===== src/rtl/gcd_job_scheduler.sv =====
// gcd_job_scheduler
// Front end for one HLS-generated gcd core that has no start/done handshake.
// Two requesters compete for the core; the winner's operands are loaded onto
// core_a/core_b and a job is launched by pulsing the core's active-low reset.
// After a fixed run budget the core output is captured and handed back to the
// requester through a valid/ready response channel tagged with its index.
module gcd_job_scheduler #(
    parameter int WIDTH      = 32,
    parameter int RST_CYCLES = 2,
    parameter int RUN_CYCLES = 256
) (
    input  logic             sys_clk,
    input  logic             sys_rst_n,
    input  logic             req0_valid,
    output logic             req0_ready,
    input  logic [WIDTH-1:0] req0_a,
    input  logic [WIDTH-1:0] req0_b,
    input  logic             req1_valid,
    output logic             req1_ready,
    input  logic [WIDTH-1:0] req1_a,
    input  logic [WIDTH-1:0] req1_b,
    output logic             resp_valid,
    input  logic             resp_ready,
    output logic             resp_id,
    output logic [WIDTH-1:0] resp_val,
    output logic             busy,
    output logic             core_rst_n,
    output logic [WIDTH-1:0] core_a,
    output logic [WIDTH-1:0] core_b,
    input  logic [WIDTH-1:0] core_ret
);

    // One counter serves both the reset pulse and the run budget, so it is
    // sized for the longer of the two.
    localparam int CNT_MAX = (RST_CYCLES > RUN_CYCLES) ? RST_CYCLES : RUN_CYCLES;
    localparam int CNT_W   = $clog2(CNT_MAX + 1);

    localparam logic [CNT_W-1:0] RST_LAST = CNT_W'(RST_CYCLES - 1);
    localparam logic [CNT_W-1:0] RUN_LAST = CNT_W'(RUN_CYCLES - 1);

    localparam logic [1:0] IDLE   = 2'd0;
    localparam logic [1:0] LAUNCH = 2'd1;
    localparam logic [1:0] RUN    = 2'd2;
    localparam logic [1:0] RESP   = 2'd3;

    logic [1:0]       state;
    logic [CNT_W-1:0] cnt;
    logic             last_grant;
    logic             grant;
    logic             accept;
    logic             launch_done;
    logic             run_done;
    logic             resp_done;
    logic [WIDTH-1:0] grant_a;
    logic [WIDTH-1:0] grant_b;

    // Round-robin pick: a lone requester wins outright, a tie goes to the one
    // that was not served last time.
    always_comb begin
        grant = ~last_grant;
        if (req0_valid && !req1_valid) begin
            grant = 1'b0;
        end else if (req1_valid && !req0_valid) begin
            grant = 1'b1;
        end
    end

    assign req0_ready  = (state == IDLE) && !grant;
    assign req1_ready  = (state == IDLE) && grant;
    assign accept      = (req0_valid && req0_ready) || (req1_valid && req1_ready);
    assign grant_a     = grant ? req1_a : req0_a;
    assign grant_b     = grant ? req1_b : req0_b;
    assign launch_done = (state == LAUNCH) && (cnt == RST_LAST);
    assign run_done    = (state == RUN) && (cnt == RUN_LAST);
    assign resp_done   = (state == RESP) && resp_ready;
    assign busy        = (state != IDLE);

    // Job sequencing: idle -> core reset pulse -> run budget -> response hold.
    always_ff @(posedge sys_clk) begin
        if (!sys_rst_n) begin
            state <= IDLE;
            cnt   <= '0;
        end else begin
            case (state)
                IDLE: begin
                    if (accept) begin
                        state <= LAUNCH;
                        cnt   <= '0;
                    end
                end
                LAUNCH: begin
                    if (launch_done) begin
                        state <= RUN;
                        cnt   <= '0;
                    end else begin
                        cnt <= cnt + 1'b1;
                    end
                end
                RUN: begin
                    if (run_done) begin
                        state <= RESP;
                    end else begin
                        cnt <= cnt + 1'b1;
                    end
                end
                RESP: begin
                    if (resp_done) begin
                        state <= IDLE;
                    end
                end
                default: state <= IDLE;
            endcase
        end
    end

    // Remember who was served so the next tie goes the other way.
    always_ff @(posedge sys_clk) begin
        if (!sys_rst_n) begin
            last_grant <= 1'b1;
        end else if (accept) begin
            last_grant <= grant;
        end
    end

    // Core control: operands latched only at accept, reset held low through
    // the launch window and released otherwise so the core free-runs.
    always_ff @(posedge sys_clk) begin
        if (!sys_rst_n) begin
            core_rst_n <= 1'b0;
            core_a     <= '0;
            core_b     <= '0;
        end else if (accept) begin
            core_rst_n <= 1'b0;
            core_a     <= grant_a;
            core_b     <= grant_b;
        end else if (state == IDLE || launch_done) begin
            core_rst_n <= 1'b1;
        end
    end

    // Response channel: capture the core result at the end of the run budget
    // and hold it until the consumer takes it.
    always_ff @(posedge sys_clk) begin
        if (!sys_rst_n) begin
            resp_valid <= 1'b0;
            resp_val   <= '0;
            resp_id    <= 1'b0;
        end else begin
            if (accept) begin
                resp_id <= grant;
            end
            if (run_done) begin
                resp_val   <= core_ret;
                resp_valid <= 1'b1;
            end else if (resp_done) begin
                resp_valid <= 1'b0;
            end
        end
    end

endmodule


===== config.mk =====
export PLATFORM = sky130hd
export DESIGN_NAME = gcd_job_scheduler
export DESIGN_NICKNAME = d
export VERILOG_FILES = /design/src/rtl/gcd_job_scheduler.sv
export SDC_FILE = /design/constraint.sdc
export NUM_CORES = 1
export LEC_CHECK = 0
export BUFFER_PORTS_ARGS = -buffer_cell sky130_fd_sc_hd__buf_2
export CORE_AREA = 5 5 107 109
export CTS_BUF_LIST = sky130_fd_sc_hd__clkbuf_8
export DETAILED_ROUTE_END_ITERATION = 6
export DIE_AREA = 0 0 112 114
export PLACE_DENSITY = 0.88
export SLEW_MARGIN = 30
export SYNTH_ARGS = -nofsm -noshare
export SYNTH_HDL_FRONTEND = slang
export SYNTH_SLANG_ARGS = --single-unit

===== constraint.sdc =====
create_clock -name sys_clk -period 3 [get_ports sys_clk]
set_input_delay 0 -clock sys_clk [delete_from_list [all_inputs] [get_ports sys_clk]]
set_output_delay 0 -clock sys_clk [all_outputs]
set_load 0.05 [all_outputs]

Yosys cells after proc, flatten, opt, wreduce, memory -nomap -nowiden --
Cells that the tools add are included.
Operators by class: $add $sub $neg 1, multipliers 0, divide/modulo/power cells 0, $lt $le $gt $ge 0, eq/ne operators 10, shifts and indexed selects 0, muxes and demuxes 15, bitwise gates (word level) 2, reductions and logical operators 21
Operators with widths (count):
- $mux W32 | 2
- $mux W9 | 3
- $pmux W9 S3 | 1
- $ne A2 B2 Y1 const B | 5
- $add A9 B1 Y9 const B | 1
- $eq A9 B1 Y1 const B | 1
- $eq A9 B8 Y1 const B | 1
- $logic_and A1 B1 Y1 | 9
- $mux W2 | 4
- $pmux W2 S4 | 1
- $eq A2 B2 Y1 const B | 2
- $mux W1 | 4
- $reduce_and A4 Y1 | 1
- $reduce_bool A2 Y1 | 2
- $logic_not A1 Y1 | 3
- $reduce_and A3 Y1 | 1
- $reduce_bool A3 Y1 | 1
- $eq A2 B1 Y1 const B | 1
- $logic_not A2 Y1 | 1
- $logic_or A1 B1 Y1 | 2
- $not A1 Y1 | 2
- $reduce_or A2 Y1 | 1
Storage, ports and cells: flip-flop bits (word level) 111, latch bits 0, RAM bits 0, ROM bits 0, input bits 165, output and inout port bits 102, logic and storage cells 58, memories kept 0

Longest topological paths before layout --
Gate-level depths: netlist (run 1).
depth after elaboration 10, gate-level depth with buffers 11, mapped depth without buffers 9

Worst setup path after synthesis (run 1) --
Ideal clock, no wire load.
path kind reg-to-reg, from register cnt[0], to register cnt[4], setup time 0.079 ns, arrival 2.119 ns, required time 2.921 ns, slack 0.802 ns, stages on the path, launching flop included 11, path buffers 2, period minus slack after synthesis 2.198 ns, cell sequence dfxtp_1 -> ha_1 -> nand3_1 -> nor2_1 -> ha_1 -> and2_4 -> buf_6 -> a211o_1 -> buf_6 -> or4_1 -> o211ai_1
On the way: word-level cells in the longest chain between the ends 4, elaborated cells on any way between the ends 10, classes of those cells add/sub: 1; eq/ne: 3; mux: 3; reduce/logical: 3
RTL lines:
- start, declared | RTL line 47 | logic [CNT_W-1:0] cnt;
- start signal, assigned | RTL line 96 | cnt <= cnt + 1'b1;
- start signal, assigned | RTL line 103 | cnt <= cnt + 1'b1;
- parallel branches: the longest is 4 deep, another holds $add A9 B1 Y9
Several ways; the timed one is not identified. The select of a mux whose other input is x is not followed. A chain may end at the register's enable or synchronous reset.

Final worst setup path (run 1) --
from register last_grant, to register core_a[28]
On the way: word-level cells in the longest chain between the ends 7, elaborated cells on any way between the ends 10, classes of those cells mux: 3; bitwise: 1; reduce/logical: 6
RTL lines:
- start, declared | RTL line 48 | logic last_grant;
- start signal, assigned | RTL line 121 | last_grant <= grant;
- $not A1 Y1 * | RTL line 60 | grant = ~last_grant;
- $mux W1 * | RTL line 63 | end else if (req1_valid && !req0_valid) begin
- $mux W1 * | RTL line 61 | if (req0_valid && !req1_valid) begin
- $logic_not A1 Y1 | RTL line 68 | assign req0_ready = (state == IDLE) && !grant;
- $logic_and A1 B1 Y1 | RTL line 68
- $logic_and A1 B1 Y1 | RTL line 70 | assign accept = (req0_valid && req0_ready) || (req1_valid && req1_ready);
- $logic_or A1 B1 Y1 | RTL line 70
- end signal, assigned | RTL line 134 | core_a <= grant_a;
- end, declared | RTL line 28 | output logic [WIDTH-1:0] core_a,
Every way passes the cells marked *; elsewhere a longest branch is shown, timed or not.

==> results of run 1 <==
## worst min-delay path by stage
stage	from	endpoint	slack, ns	cells after the start
6_report	req0_valid	resp_id	0.07	4
5_1_grt	req0_valid	resp_id	0.08	4
4_1_cts	req0_valid	resp_id	0.05	4
3_5_place_dp	core_ret[6]	resp_val[6]	0.25	3
3_3_place_gp	core_ret[23]	resp_val[23]	0.24	3
2_1_floorplan	core_ret[0]	resp_val[0]	0.14	2
## timing repair
action	in CTS	in global routing
setup endpoints to repair	0	0
hold buffers	164	0
hold endpoints to repair	101	0
## stage by stage
| stage | hold slack (ns) | instance area (µm²) | utilization (%) | setup slack [ns] | cells |
|---|---|---|---|---|---|
| 2_1_floorplan | 0.136 | 4550 | - | 0.802 | 525 |
| 3_5_place_dp | 0.250 | 5970 | 56.8 | 0.655 | 901 |
| 3_3_place_gp | 0.243 | 5970 | 56.8 | 0.707 | 901 |
| 5_1_grt | 0.0791 | 7810 | 74.4 | 0.460 | 1081 |
| 4_1_cts | 0.0518 | 7810 | 74.3 | 0.619 | 1081 |
| 6_report | 0.0722 | 7810 | 74.4 | 0.545 | 1081 |
## power breakdown
part	internal [mW]	switching (mW)
sequential	1.75	0.172
clock	0.330	0.571
combinational	0.829	1.78
total	2.91	2.52
## area by class of cell
class | count | area (µm²)
fill | 652 | 2700
multi-input combinational | 370 | 2150
clock inverter | 7 | 72.6
sequential | 111 | 2220
timing repair buffer | 434 | 3030
clock buffer | 9 | 124
inverter | 10 | 37.5
tap | 140 | 175
## critical path, stage by stage, from the launching register on
cell           delay (ns)
dfxtp_1              0.41
maj3_4               0.51
buf_12               0.34
mux2i_1              0.27
dlygate4sd3_1        0.61
o21ai_0              0.12
## cells in the final DEF, fill, tap and decap left out, types with 3 or more instances in the layout
| cell | count |
|---|---|
| nor2b_1 | 5 |
| ha_1 | 8 |
| dlygate4sd3_1 | 164 |
| inv_1 | 9 |
| buf_2 | 266 |
| a22o_1 | 5 |
| nor2_1 | 8 |
| a21oi_1 | 35 |
| mux2i_1 | 65 |
| dfxtp_1 | 111 |
| nor3_1 | 5 |
| o21ai_0 | 70 |
| clkbuf_8 | 9 |
| and2_1 | 3 |
| nand2_1 | 139 |
| nand3_1 | 5 |
## kinds of logic after synthesis
kind of cell | synth area share, %
simple gates | 15.6
compound gates | 14.8
buf+inv | 4.12
flops | 48.8
fa+ha+maj | 2.42
mux | 14.3
## state kept, by name (all words and copies together), names as in the netlist
name,flops
cnt,9
core_a,32
core_b,32
core_rst_n,1
last_grant,1
resp_id,1
resp_val,32
resp_valid,1
state,2
## layer usage
layer	up-vias	GRT usage, %
met1	2670	31.3
met3	90	8.97
li1	2597	-
met2	395	53.9
met4	0	16.1
met5	-	0
==> reports/results.ini, run 1 <==
[outcome]
status=finished, final reports clean

[route]
wl_per_cell_um=18.3
met2_length_um=9850
wl_met3_um=1870
wl_met1_um=7060
drc_errors=0
totalWireLength_um=19800
viasPerCell=5.32
drt_iter0_markers=517
vias=5752
routed.top_layer=met4
final_antenna_net_count=0
dr.pass1.iters=5

[floorplanning]
initial_core_util_pct=43.3
coreArea_mm2=0.0105
dieWidth_um=112
die_h_um=114
rows=38
dieArea_mm2=0.0128
pin_count=267

[flow_run]
drv_cap=0

[timing]
clock.fmax_mhz=407
setup_viol=0
fin_crit_sh_pct=81.8
setup_tns_ns=0
finalMaxSlewViolations=0
max_slew.worst_pin.slew_ns=0.634
period_minus_slack_ns=2.46
finalHoldViolations=0
rsz0062_at_grt=false
clock_skew_ns=0.0199
slew_headroom_pct=57.7

[logic_synthesis]
yosysTopAreaCellShare_pct=48.8
yosysUniqueCellTypes=34
yosys.area.top_type=dfxtp_1
syn_avg_cell_area_um2=8.67
synthFlopType=dfxtp_1
ys_ff_latch=111
syn_nets=698
async_reset_ff_share_pct=0
syn-cell-area_mm2=0.00455
synthTopCellsByCount=139 x nand2_1, 111 x dfxtp_1, 70 x o21ai_0
synth_edf_count=0
ys_seq_area_share_pct=48.8
ys_top_cells_by_area=dfxtp_1 49%, mux2i_1 14%, nand2_1 11%
synth_cells=525
yosysWarnings=0
synth_most_common_cell=nand2_1

[grt]
grt_pass1_wl_um=30800
grt.overflow.total=0
grt_max_degree=65
grt_pass1_vias=6058
grt_use_total_pct=29.9
antenna_found_initial=0

[layout]
area_growth_pct=71.6
antenna_cells=0
nNetsFinal=1109
layout-drive-gt1-share_pct=30.9

[critical_path]
endpoint_kind=flip-flop
cp_max_fo=43
reg2reg_slack_ns=0.54
worstPathArrival_ns=2.67
r2r-end=core_a[28]
r2r-start=last_grant
critical_path.endpoint=core_a[28]
critical_path_class=reg2reg
startpoint_type=flip-flop
worstPathRequired_ns=3.22
reg2regPathDepth=5
crit_start=last_grant

[clock_tree]
htreeDepth=3
ctsResizeCount=0
cts_tree=done
cts_buffers=9
root_buffer=clkbuf_8
clockBufferDepth=2
postCtsSetupBuffers=0
insertion_delay_ns=0.37
clk_pin_slew_worst_paths_ns=0.12
cts.sink_count=111

[power]
total_power_mw=5.43
p_per_area_mw_per_mm2=694
irDropWorstVdd_mv=0.447
power.leakage_nw=3.81

[placement]
hpwl_um=10300
io_buffers=266
gp_congestion=0.822

[worst_hold_path]
hold_path_class=in2reg

Power figures use the tool's default switching activity.
==> run 2, diff against run 1 <==
Clock period 3 ns to 2.5 ns, I/O delays scaled along.
==> reports/results.ini, run 2 (synthesis gave the netlist of run 1 again) <==
[timing]
rsz0062_at_grt=false
clock.fmax_mhz=415  ; +1.9%
setup_tns_ns=0  ; unchanged
setup_viol=0  ; unchanged
finalHoldViolations=0  ; unchanged
fin_crit_sh_pct=96.4  ; +15 points
period_minus_slack_ns=2.41  ; -0.0458 ns
clock_skew_ns=0.0138  ; -0.00618 ns
slew_headroom_pct=63.6  ; +5.9 points
finalMaxSlewViolations=0  ; unchanged
max_slew.worst_pin.slew_ns=0.546  ; -0.0885 ns

[critical_path]
critical_path_class=reg2reg
r2r-end=core_a[22]
cp_max_fo=39  ; -9.3%
reg2reg_slack_ns=0.09  ; -0.45 ns
reg2regPathDepth=5  ; unchanged
worstPathRequired_ns=2.73  ; -0.49 ns
worstPathArrival_ns=2.64  ; -0.03 ns
startpoint_type=flip-flop
endpoint_kind=flip-flop
r2r-start=last_grant

[layout]
nNetsFinal=1115  ; +0.54%
mostFrequentLayoutCell=buf_2
nFillCells=656  ; +0.61%
area_growth_pct=72.3
reg_top3=core_a x32, core_b x32, resp_val x32
layout_common_cells=266 x buf_2, 166 x dlygate4sd3_1, 139 x nand2_1, 111 x dfxtp_1, 70 x o21ai_0
layout-drive-gt1-share_pct=31.3  ; +0.33 points

[worst_hold_path]
hold_path_class=in2reg
worstHoldPathCells=4  ; unchanged
hold_start=req0_valid
hold-path-endpoint=resp_id

[route]
final_antenna_net_count=0  ; unchanged
viasPerCell=5.32  ; about the same
totalWireLength_um=19800  ; about the same
drc_errors=0  ; unchanged
wl_per_cell_um=18.2  ; -0.68%
vias=5784  ; +0.56%
drt_iter0_markers=472  ; -8.7%
dr.pass1.iters=5  ; unchanged

[floorplanning]
initial_core_util_pct=43.3  ; unchanged
die_h_um=114  ; unchanged
rows=38  ; unchanged
pin_count=267  ; unchanged
coreArea_mm2=0.0105  ; unchanged
dieWidth_um=112  ; unchanged
dieArea_mm2=0.0128  ; unchanged

[power]
power.leakage_nw=3.82  ; +0.33%
switchingPower_mw=2.98  ; +18%
total_power_mw=6.47  ; +19%
irDropWorstVdd_mv=0.560  ; +25%
clkPwrFrac_pct=15.9  ; -0.7 points
combPwrFrac_pct=48.6  ; +0.6 points
switching_share_pct=46.1  ; -0.35 points
p_seq_share_pct=35.5  ; about the same
p_per_area_mw_per_mm2=825  ; +19%
p_int_mw=3.49  ; +20%

[placement]
gp_congestion=0.816  ; -0.83%
io_buffers=266  ; unchanged
hpwl_um=10200  ; -0.53%

[clock_tree]
cts_buffers=9  ; unchanged
root_buffer=clkbuf_8
cts_tree=done
cts.sink_count=111  ; unchanged
postCtsSetupBuffers=0  ; unchanged
insertion_delay_ns=0.37  ; about the same
htreeDepth=3  ; unchanged
clk_pin_slew_worst_paths_ns=0.10  ; -0.02 ns
clockBufferDepth=2  ; unchanged

[grt]
grt.overflow.total=0  ; unchanged
antenna_found_initial=0  ; unchanged
grt_max_degree=40  ; -38%
grt_use_total_pct=30.2  ; +0.31 points
grt_pass1_vias=6134  ; +1.3%
grt_pass1_wl_um=30800  ; -0.11%

[outcome]
status=finished, final reports clean

[flow_run]
drv_cap=0  ; unchanged

==> run 2: cell types whose count changed in the layout (fill, tap and decap cells not counted), moves of 2 or more <==
cell / change
buf_4: +4
clkinvlp_4: +2
inv_8: -2
dlygate4sd3_1: +2
==> run 2: final cells by class <==
class / count / area [µm²] / share of cell area [%]
repair buffers: 440 / 3070 / 39.2
flip-flops and latches: 111 / 2220 / 28.3
multi-input cells: 370 / 2150 / 27.4
well taps: 140 / 175 / 2.23
clock buffers: 10 / 138 / 1.75
clock inverters: 6 / 45.0 / 0.574
inverters: 10 / 37.5 / 0.478
diodes: 1 / 2.50 / 0.0319
==> run 2: worst max-delay path, stage by stage, from the launching register on <==
cell           delay (ns)
dfxtp_1              0.40
maj3_4               0.55
buf_12               0.34
mux2i_1              0.27
dlygate4sd3_1        0.58
o21ai_0              0.10
==> run 2: worst max path at each step <==
| stage | startpoint | end | slack [ns] | cells past startpoint |
|---|---|---|---|---|
| 2_1_floorplan | cnt[0] | cnt[4] | 0.30 | 10 |
| 3_3_place_gp | cnt[0] | cnt[4] | 0.35 | 8 |
| 3_5_place_dp | cnt[0] | cnt[4] | 0.32 | 8 |
| 4_1_cts | cnt[0] | resp_val[31] | 0.13 | 9 |
| 5_1_grt | last_grant | core_b[31] | 0.03 | 5 |
| 6_report | last_grant | core_a[22] | 0.09 | 5 |
==> run 2: per-stage QoR <==
| stage | hold slack (ns) | worst slack, ns | utilization [%] | instance area, µm² | cells |
|---|---|---|---|---|---|
| 6_report | 0.0540 | 0.0907 | 74.7 | 7850 | 1088 |
| 5_1_grt | 0.0602 | 0.0254 | 74.6 | 7840 | 1087 |
| 4_1_cts | 0.0257 | 0.131 | 74.5 | 7830 | 1087 |
| 3_5_place_dp | 0.247 | 0.317 | 57.0 | 5990 | 905 |
| 3_3_place_gp | 0.241 | 0.347 | 57.0 | 5990 | 905 |
| 2_1_floorplan | 0.136 | 0.302 | - | 4550 | 525 |
==> run 2: power groups by stage <==
| stage | Sequential, mW | Combinational, mW | Clock (mW) |
|---|---|---|---|
| after floorplan | 3.34 | 0.972 | 0 |
| after global placement | 2.30 | 2.65 | 0 |
| after detailed placement | 2.31 | 2.70 | 0 |
| after CTS | 2.27 | 3.04 | 1.04 |
| after global routing | 2.33 | 3.31 | 1.13 |
| final | 2.30 | 3.14 | 1.03 |
==> run 2: repair_timing <==
item / in CTS / in global routing
endpoints found under the hold margin: 101 / 0
resized for setup: 0 / 3
hold buffers: 166 / 0
endpoints found under the setup margin: 0 / 2
==> run 2: routing by layer <==
| metal | GRT usage (%) | vias to the layer above | part of all wire, % |
|---|---|---|---|
| met5 | 0 | - | 0 |
| met4 | 18.0 | 0 | 5.5 |
| met3 | 10.8 | 105 | 10 |
| met2 | 53.9 | 391 | 49 |
| met1 | 30.2 | 2678 | 35 |
| li1 | - | 2610 | - |
